## config.mk

```make
export PLATFORM = sky130hd
export DESIGN_NAME = x4xx_version_scanner
export DESIGN_NICKNAME = d
export VERILOG_FILES = /design/src/rtl/x4xx_version_scanner.sv
export SDC_FILE = /design/constraint.sdc
export NUM_CORES = 1
export LEC_CHECK = 0
export BUFFER_PORTS_ARGS = -buffer_cell sky130_fd_sc_hd__buf_2
export CAP_MARGIN = 30
export CORE_AREA = 3 3 191 193
export CTS_BUF_LIST = sky130_fd_sc_hd__clkbuf_8 sky130_fd_sc_hd__clkbuf_16
export DETAILED_ROUTE_END_ITERATION = 8
export DIE_AREA = 0 0 194 196
export GPL_ROUTABILITY_DRIVEN = 0
export GPL_TIMING_DRIVEN = 0
export SLEW_MARGIN = 0
export SYNTH_ARGS = -nofsm -noshare
export SYNTH_HDL_FRONTEND = slang
export SYNTH_SLANG_ARGS = --single-unit
```

## constraint.sdc

```tcl
create_clock -name ctrlport_clk -period 3.4 [get_ports ctrlport_clk]
set_input_delay 0.34 -clock ctrlport_clk [delete_from_list [all_inputs] [get_ports ctrlport_clk]]
set_output_delay 0.34 -clock ctrlport_clk [all_outputs]
set_load 0.05 [all_outputs]
```

## src/rtl/x4xx_version_scanner.sv

```systemverilog
// CtrlPort master that reads every component's version registers and flags HDL/SW incompatibilities.
// Optional macro X4XX_VERSION_SCAN_TIMESTAMP_EN adds a timestamp read (offset 0x8) and newest_timestamp.
module x4xx_version_scanner #(
  parameter logic [19:0] REG_BASE       = 20'h0,
  parameter int          NUM_COMPONENTS = 6,
  parameter int          TIMEOUT_CYCLES = 255
) (
  input  logic                        ctrlport_clk,
  input  logic                        ctrlport_rst_n,
  input  logic                        start,
  input  logic [NUM_COMPONENTS*64-1:0] sw_versions,
  output logic                        m_ctrlport_req_rd,
  output logic                        m_ctrlport_req_wr,
  output logic [19:0]                 m_ctrlport_req_addr,
  output logic [31:0]                 m_ctrlport_req_data,
  input  logic                        m_ctrlport_resp_ack,
  input  logic [1:0]                  m_ctrlport_resp_status,
  input  logic [31:0]                 m_ctrlport_resp_data,
  output logic                        busy,
  output logic                        done,
  output logic [NUM_COMPONENTS-1:0]   too_old_mask,
  output logic [NUM_COMPONENTS-1:0]   too_new_mask,
  output logic [NUM_COMPONENTS-1:0]   access_err_mask,
  output logic                        compatible
`ifdef X4XX_VERSION_SCAN_TIMESTAMP_EN
  ,
  output logic [31:0]                 newest_timestamp
`endif
);

  localparam int IDX_W = (NUM_COMPONENTS > 1) ? $clog2(NUM_COMPONENTS) : 1;
  localparam logic [IDX_W-1:0] LAST_IDX   = IDX_W'(NUM_COMPONENTS - 1);
  localparam logic [15:0]      TIMER_LAST = 16'(TIMEOUT_CYCLES - 1);

  typedef enum logic [3:0] {
    IDLE, REQ_CUR, WAIT_CUR, REQ_OLD, WAIT_OLD, REQ_TS, WAIT_TS, EVAL, DONE
  } state_t;

  state_t                    state;
  logic [IDX_W-1:0]          index;
  logic [15:0]               timer;
  logic [31:0]               hdl_cur;
  logic [31:0]               hdl_old;
  logic                      cur_ok;
  logic                      old_ok;
  logic [19:0]               comp_addr;
  logic [NUM_COMPONENTS-1:0] idx_bit;
  logic [NUM_COMPONENTS-1:0] too_old_next;
  logic [NUM_COMPONENTS-1:0] too_new_next;
  logic [31:0]               sw_cur;
  logic [31:0]               sw_old;
  logic                      cmp_ok;
  logic                      wait_fin;
  logic                      wait_err;

  assign m_ctrlport_req_wr   = 1'b0;
  assign m_ctrlport_req_data = 32'h0;

  assign comp_addr = REG_BASE + {{(16-IDX_W){1'b0}}, index, 4'b0000};
  assign idx_bit   = NUM_COMPONENTS'(1) << index;
  assign sw_cur    = sw_versions[{index, 6'b000000} +: 32];
  assign sw_old    = sw_versions[{index, 6'b100000} +: 32];

  // An ack on the final timer cycle wins over the timeout; a timeout is treated like an error ack.
  assign wait_fin = m_ctrlport_resp_ack | (timer == TIMER_LAST);
  assign wait_err = ~m_ctrlport_resp_ack | (m_ctrlport_resp_status != 2'b00);

  assign cmp_ok       = cur_ok & old_ok;
  assign too_old_next = too_old_mask | ((cmp_ok && (sw_old > hdl_cur)) ? idx_bit : '0);
  assign too_new_next = too_new_mask | ((cmp_ok && (sw_cur < hdl_old)) ? idx_bit : '0);

  always_ff @(posedge ctrlport_clk or negedge ctrlport_rst_n) begin
    if (!ctrlport_rst_n) begin
      state               <= IDLE;
      index               <= '0;
      timer               <= '0;
      hdl_cur             <= '0;
      hdl_old             <= '0;
      cur_ok              <= 1'b0;
      old_ok              <= 1'b0;
      m_ctrlport_req_rd   <= 1'b0;
      m_ctrlport_req_addr <= '0;
      busy                <= 1'b0;
      done                <= 1'b0;
      too_old_mask        <= '0;
      too_new_mask        <= '0;
      access_err_mask     <= '0;
      compatible          <= 1'b0;
`ifdef X4XX_VERSION_SCAN_TIMESTAMP_EN
      newest_timestamp    <= '0;
`endif
    end else begin
      case (state)
        IDLE: begin
          if (start) begin
            too_old_mask        <= '0;
            too_new_mask        <= '0;
            access_err_mask     <= '0;
            compatible          <= 1'b0;
            index               <= '0;
            busy                <= 1'b1;
            m_ctrlport_req_rd   <= 1'b1;
            m_ctrlport_req_addr <= REG_BASE;
            state               <= REQ_CUR;
`ifdef X4XX_VERSION_SCAN_TIMESTAMP_EN
            newest_timestamp    <= '0;
`endif
          end
        end
        REQ_CUR: begin
          m_ctrlport_req_rd <= 1'b0;
          timer             <= '0;
          cur_ok            <= 1'b0;
          state             <= WAIT_CUR;
        end
        WAIT_CUR: begin
          if (wait_fin) begin
            if (wait_err) begin
              access_err_mask <= access_err_mask | idx_bit;
            end else begin
              hdl_cur <= m_ctrlport_resp_data;
              cur_ok  <= 1'b1;
            end
            m_ctrlport_req_rd   <= 1'b1;
            m_ctrlport_req_addr <= comp_addr + 20'h4;
            state               <= REQ_OLD;
          end else begin
            timer <= timer + 16'd1;
          end
        end
        REQ_OLD: begin
          m_ctrlport_req_rd <= 1'b0;
          timer             <= '0;
          old_ok            <= 1'b0;
          state             <= WAIT_OLD;
        end
        WAIT_OLD: begin
          if (wait_fin) begin
            if (wait_err) begin
              access_err_mask <= access_err_mask | idx_bit;
            end else begin
              hdl_old <= m_ctrlport_resp_data;
              old_ok  <= 1'b1;
            end
`ifdef X4XX_VERSION_SCAN_TIMESTAMP_EN
            m_ctrlport_req_rd   <= 1'b1;
            m_ctrlport_req_addr <= comp_addr + 20'h8;
            state               <= REQ_TS;
`else
            state               <= EVAL;
`endif
          end else begin
            timer <= timer + 16'd1;
          end
        end
`ifdef X4XX_VERSION_SCAN_TIMESTAMP_EN
        REQ_TS: begin
          m_ctrlport_req_rd <= 1'b0;
          timer             <= '0;
          state             <= WAIT_TS;
        end
        WAIT_TS: begin
          if (wait_fin) begin
            if (wait_err) begin
              access_err_mask <= access_err_mask | idx_bit;
            end else if (m_ctrlport_resp_data > newest_timestamp) begin
              newest_timestamp <= m_ctrlport_resp_data;
            end
            state <= EVAL;
          end else begin
            timer <= timer + 16'd1;
          end
        end
`endif
        EVAL: begin
          too_old_mask <= too_old_next;
          too_new_mask <= too_new_next;
          if (index == LAST_IDX) begin
            busy       <= 1'b0;
            done       <= 1'b1;
            compatible <= ~|(too_old_next | too_new_next | access_err_mask);
            state      <= DONE;
          end else begin
            index               <= index + IDX_W'(1);
            m_ctrlport_req_rd   <= 1'b1;
            m_ctrlport_req_addr <= comp_addr + 20'h10;
            state               <= REQ_CUR;
          end
        end
        DONE: begin
          done  <= 1'b0;
          state <= IDLE;
        end
        default: state <= IDLE;
      endcase
    end
  end

endmodule

```

==> results.json, run 1 <==
{
  "wl_per_cell_um": 21.12,
  "gr-usage-all-layers_pct": 20.87,
  "finClkSkew_ns": 0.01204,
  "coreArea_um2": 34710,
  "required_ns": 3.73,
  "clk_path_buf_depth": 2,
  "start_util_pct": 27.59,
  "period_share_pct": 100.3,
  "synth.distinct_cells": 59,
  "slew_headroom_pct": 35.58,
  "ys_ff_latch": 116,
  "num-fill-cells": 3446,
  "end_kind": "register",
  "path_buf_inv": 3,
  "synth_area_um2": 9577,
  "cts_buffers": 17,
  "stdcell_count": 1975,
  "cts_tree": "built",
  "synth.avg_cell_area_um2": 9.986,
  "antenna_found_initial": 8,
  "dr.pass1.iters": 5,
  "violations": "setup timing",
  "fmax_mhz": 293.4,
  "drv_cap": 0,
  "cpLargestDelayFamily": "simple AND/OR/NAND/NOR gates",
  "peakVddDrop_mv": 0.3134,
  "setup_tns_ns": -0.008565,
  "gr-total-overflow": 0,
  "grt_pass1_wl_mm": 60.00,
  "seq_area_frac_synth_pct": 30.31,
  "dieArea_um2": 38020,
  "cp_slowest_cell": "or4_4",
  "dpl.cell_count": 1912,
  "place.detailed.hpwl_mm": 34.31,
  "critPathMaxFanout": 6,
  "hp-class": "in2reg",
  "ys.flop_type": "dfrtp_1",
  "rsz0062_at_grt": "true",
  "postSynthCellCount": 959,
  "crit_type": "reg2reg",
  "rows": 68,
  "ant_nets": 0,
  "worst_slew_pin_slew_ns": 0.9663,
  "cts_root_buffer": "clkbuf_16",
  "wl_mm": 41.72,
  "viasPerCell": 4.899,
  "fin_nets": 1993,
  "fin_crit_ns": 3.409,
  "crit_arrival_ns": 3.74,
  "grt_max_degree": 64,
  "clk_pin_slew_worst_paths_ns": 0.06,
  "postPlaceCellArea_um2": 12630,
  "pre_cts_ws_ns": -1.648,
  "final_cell_mix": "448 x buf_2, 114 x dfrtp_1, 102 x nand2_1, 75 x buf_4, 71 x inv_1",
  "yosysWarnings": 0,
  "hold_slack_ns": 0.1673,
  "grt_pass1_vias": 9902,
  "drt_iter0_drc": 570,
  "async_flop_share_pct": 100.0,
  "cts_sinks": 116,
  "die_w_um": 194,
  "start_kind": "register",
  "slew_violations": 0,
  "status": "finished with violations",
  "io-pin-count": 497,
  "dr_total_vias": 9676,
  "power_leakage_nw": 6.872,
  "power.total_mw": 10.22,
  "clk_latency_ns": 0.41,
  "hold_viol": 0,
  "area_growth_pct": 46.00,
  "final_layout_size_suffix_gt1_share_pct": 50.36,
  "worst_slack_ns": -0.008565,
  "die_h_um": 196,
  "port_buffers": 448,
  "power.density_nw_per_um2": 731.3,
  "utilization_pct": 40.28,
  "crit_top_cell": "buf_12",
  "fin_area_um2": 13980,
  "worst_path_largest_cell_delay_ns": 0.54,
  "path_cells": "buf_8, buf_12, buf_12, mux4_2, nand2_1, o21ai_1, ha_1, nand4_1, or4_4, a21oi_2, o311a_4, o21ai_4, nand2b_4, o31ai_2",
  "layout_commonest_cell": "buf_2",
  "cts_max_level": 4,
  "synth_edf_count": 0,
  "report.final.setup_viol": 1,
  "drc": 0
}
-- routing by layer --
metal | part of all wire (%) | track usage [%] | up-vias
li1 | - | - | 4503
met1 | 41 | 25.81 | 4658
met2 | 49 | 35.21 | 464
met3 | 7.1 | 5.392 | 49
met4 | 2.6 | 7.793 | 2
met5 | 0.019 | 0 | -
-- cells in the mapped netlist, drive strengths merged (27+ instances only) --
cell type / number / area share (%)
inv: 71 / 2.8
ha: 70 / 9.1
a21oi: 30 / 1.6
o21ai: 86 / 4.5
buf: 72 / 4.8
nand2: 106 / 4.2
mux2i: 65 / 6.8
clkbuf: 27 / 1.1
mux4: 64 / 15
mux2: 64 / 7.5
dfrtp: 116 / 30
nor2: 50 / 2.0
-- cells by family after synthesis --
logic type	after synthesis	share of synthesized area, %
adders and majority gates	70	9.146
muxes	193	29.37
other	1	0.03916
and+or+nand+nor	231	11.00
AOI/OAI and AO/OA	163	10.11
DFF	116	30.31
buffers and inverters	170	8.649
xor gates and xnor gates	15	1.372
-- final cells by class --
type                            count  area (um2)  area share (%)
Clock buffer                       19       452.9           3.239
Buffer                             97       764.5           5.468
Tap cell                          455       569.3           4.072
Inverter                           71       269.0           1.924
Timing Repair Buffer              478        2562           18.33
Sequential cell                   116        2905           20.78
Clock inverter                     12       178.9           1.280
Multi-Input combinational cell    720        6262           44.79
Antenna cell                        7       17.52          0.1253
-- state kept, by name (all words and copies together), names as in the netlist --
name	flops
access_err_mask	6
busy	1
compatible	1
cur_ok	1
done	1
hdl_cur	32
hdl_old	32
index	3
m_ctrlport_req_addr	5
m_ctrlport_req_rd	1
old_ok	1
state	4
timer	16
too_new_mask	6
too_old_mask	6
-- power breakdown --
| part | switching, mW | total [mW] | internal (mW) |
|---|---|---|---|
| Sequential | 0.250 | 2.05 | 1.80 |
| Combinational | 3.26 | 6.18 | 2.92 |
| Clock | 0.730 | 2.00 | 1.27 |
| Total | 4.24 | 10.2 | 5.98 |
-- final timing paths --
path	from	cells after the start	slack [ns]	to
setup / recovery	index[0]	14	-0.009	too_old_mask[1]
hold reg to reg	old_ok	2	0.48	old_ok
setup reg to reg	index[0]	14	-0.009	too_old_mask[1]
max in group asynchronous	ctrlport_rst_n	3	2.20	hdl_cur[23]
hold / removal	m_ctrlport_resp_data[28]	2	0.17	hdl_old[28]
min in group asynchronous	ctrlport_rst_n	2	0.45	timer[11]
-- timing repair --
| item | 4_1_cts | 5_1_grt |
|---|---|---|
| endpoints found under the hold margin | 53 | 0 |
| setup buffers | 6 | 18 |
| hold buffers | 1 | 0 |
| pin swaps | 3 | 25 |
| resized for setup | 105 | 57 |
| cloned | 0 | 2 |
| endpoints found under the setup margin | 13 | 13 |
No activity file was read; power rests on OpenSTA's default activity.
==> inputs of run 2 (changes only) <==
Settings changed: MAX_ROUTING_LAYER from default to met4.
==> results.json, run 2 (synthesis gave the netlist of run 1 again) <==
{
  "drc": 0,
  "clock_power_share_pct": 19.5,
  "swShare_pct": 41.54,
  "hp-class": "in2reg",
  "final_cell_mix": "448 x buf_2, 114 x dfrtp_1, 102 x nand2_1, 75 x buf_4, 71 x inv_1",
  "rows": 68,
  "power_frac_seq_pct": 20.0,
  "finClkSkew_ns": 0.01023,
  "hold_slack_ns": 0.1652,
  "p_int_mw": 5.980,
  "cts_tree": "built",
  "end_kind": "register",
  "power.total_mw": 10.23,
  "grt_max_degree": 64,
  "largestRegisters": "hdl_cur: 32 flops, hdl_old: 32 flops, timer: 16 flops",
  "reg2reg_depth": 14,
  "start_util_pct": 27.59,
  "required_ns": 3.73,
  "start_kind": "register",
  "viasPerCell": 4.890,
  "fin_nets": 1993,
  "ff2ff_setup_slack_ns": -0.01,
  "wl_mm": 41.84,
  "utilization_pct": 40.29,
  "report.final.setup_viol": 1,
  "gr-usage-all-layers_pct": 21.50,
  "die_w_um": 194,
  "coreArea_um2": 34710,
  "slew_violations": 0,
  "crit_arrival_ns": 3.75,
  "postPlaceCellArea_um2": 12630,
  "grt_pass1_vias": 9884,
  "layout_commonest_cell": "buf_2",
  "clk_pin_slew_worst_paths_ns": 0.06,
  "critPathMaxFanout": 6,
  "fmax_mhz": 292.8,
  "slew_headroom_pct": 31.55,
  "place.detailed.hpwl_mm": 34.31,
  "ant_nets": 0,
  "die_h_um": 196,
  "wl_per_cell_um": 21.17,
  "dr_total_vias": 9662,
  "peakVddDrop_mv": 0.3186,
  "worst_slew_pin_slew_ns": 1.027,
  "gr-total-overflow": 0,
  "cts_max_level": 4,
  "grt_pass1_wl_mm": 59.95,
  "antenna_found_initial": 9,
  "area_growth_pct": 46.03,
  "drt_iter0_drc": 588,
  "dr.pass1.iters": 8,
  "switching_power_mw": 4.249,
  "crit_type": "reg2reg",
  "drv_cap": 0,
  "io-pin-count": 497,
  "fin_crit_ns": 3.415,
  "pre_cts_ws_ns": -1.648,
  "num-fill-cells": 3446,
  "cts_sinks": 116,
  "hold_viol": 0,
  "port_buffers": 448,
  "min_path_cells": 2,
  "rsz0062_at_grt": "true",
  "clk_latency_ns": 0.42,
  "status": "finished with violations",
  "worst_slack_ns": -0.01484,
  "power_leakage_nw": 6.872,
  "period_share_pct": 100.4,
  "cts_buffers": 17,
  "clk_path_buf_depth": 2,
  "power.density_nw_per_um2": 731.5,
  "fin_area_um2": 13980,
  "violations": "setup timing",
  "p_comb_share_pct": 60.4,
  "cts_root_buffer": "clkbuf_16",
  "final_layout_size_suffix_gt1_share_pct": 50.36,
  "dieArea_um2": 38020
}
## run 2: area by class of cell
cell class                      instances  area, um2  area share (%)
Sequential cell                       116       2905           20.77
Multi-Input combinational cell        720       6262           44.78
Buffer                                 97      764.5           5.467
Inverter                               71      269.0           1.924
Clock inverter                         12      178.9           1.279
Clock buffer                           19      452.9           3.239
Antenna cell                            8      20.02          0.1432
Tap cell                              455      569.3           4.071
Timing Repair Buffer                  478       2562           18.32
## run 2: stage by stage
stage | cells | TNS, ns
after CTS | 1949 | -0.7483
after floorplan | 1006 | 0
final | 1976 | -0.01484
after global placement | 1909 | -21.02
after detailed placement | 1912 | -19.95
after global routing | 1976 | -1.236
## run 2: worst max-delay path: stages, from the launching register on
cell,delay [ns]
dfrtp_1,0.37
buf_8,0.16
buf_12,0.18
buf_12,0.14
mux4_2,0.50
nand2_1,0.09
o21ai_1,0.07
ha_1,0.30
nand4_1,0.16
or4_4,0.54
a21oi_2,0.15
o311a_4,0.22
o21ai_4,0.06
nand2b_4,0.18
o31ai_2,0.19
## run 2: what timing repair did
item,CTS,global route
setup endpoints to repair,13,13
hold endpoints to repair,53,0
pin swaps,3,25
resized for setup,105,57
hold buffers,1,0
buffers inserted,6,18
cloned,0,2
## run 2: power by group through the flow
stage / combinational [mW] / clock [mW] / sequential (mW)
after floorplan: 3.70 / 0 / 2.13
after global placement: 5.29 / 0 / 2.05
after detailed placement: 5.42 / 0 / 2.07
after CTS: 5.78 / 2.05 / 2.05
after global routing: 6.78 / 2.11 / 2.10
final: 6.18 / 2.00 / 2.05
## run 2: layer usage
layer  up-vias  GRT usage, %  part of all wire (%)
met1      4651         25.88                    41
met5         -             -                     0
met2       472         35.23                    49
met4         0         7.793                   2.5
li1       4498             -                     -
met3        41         5.307                   7.4
## run 2: path summary, 6_finish.rpt
| check | startpoint | to |
|---|---|---|
| setup / recovery | index[0] | too_old_mask[1] |
| hold / removal | m_ctrlport_resp_data[10] | hdl_cur[10] |
| setup reg to reg | index[0] | too_old_mask[1] |
| hold reg to reg | old_ok | old_ok |
| max in group asynchronous | ctrlport_rst_n | hdl_cur[23] |
| min in group asynchronous | ctrlport_rst_n | timer[11] |
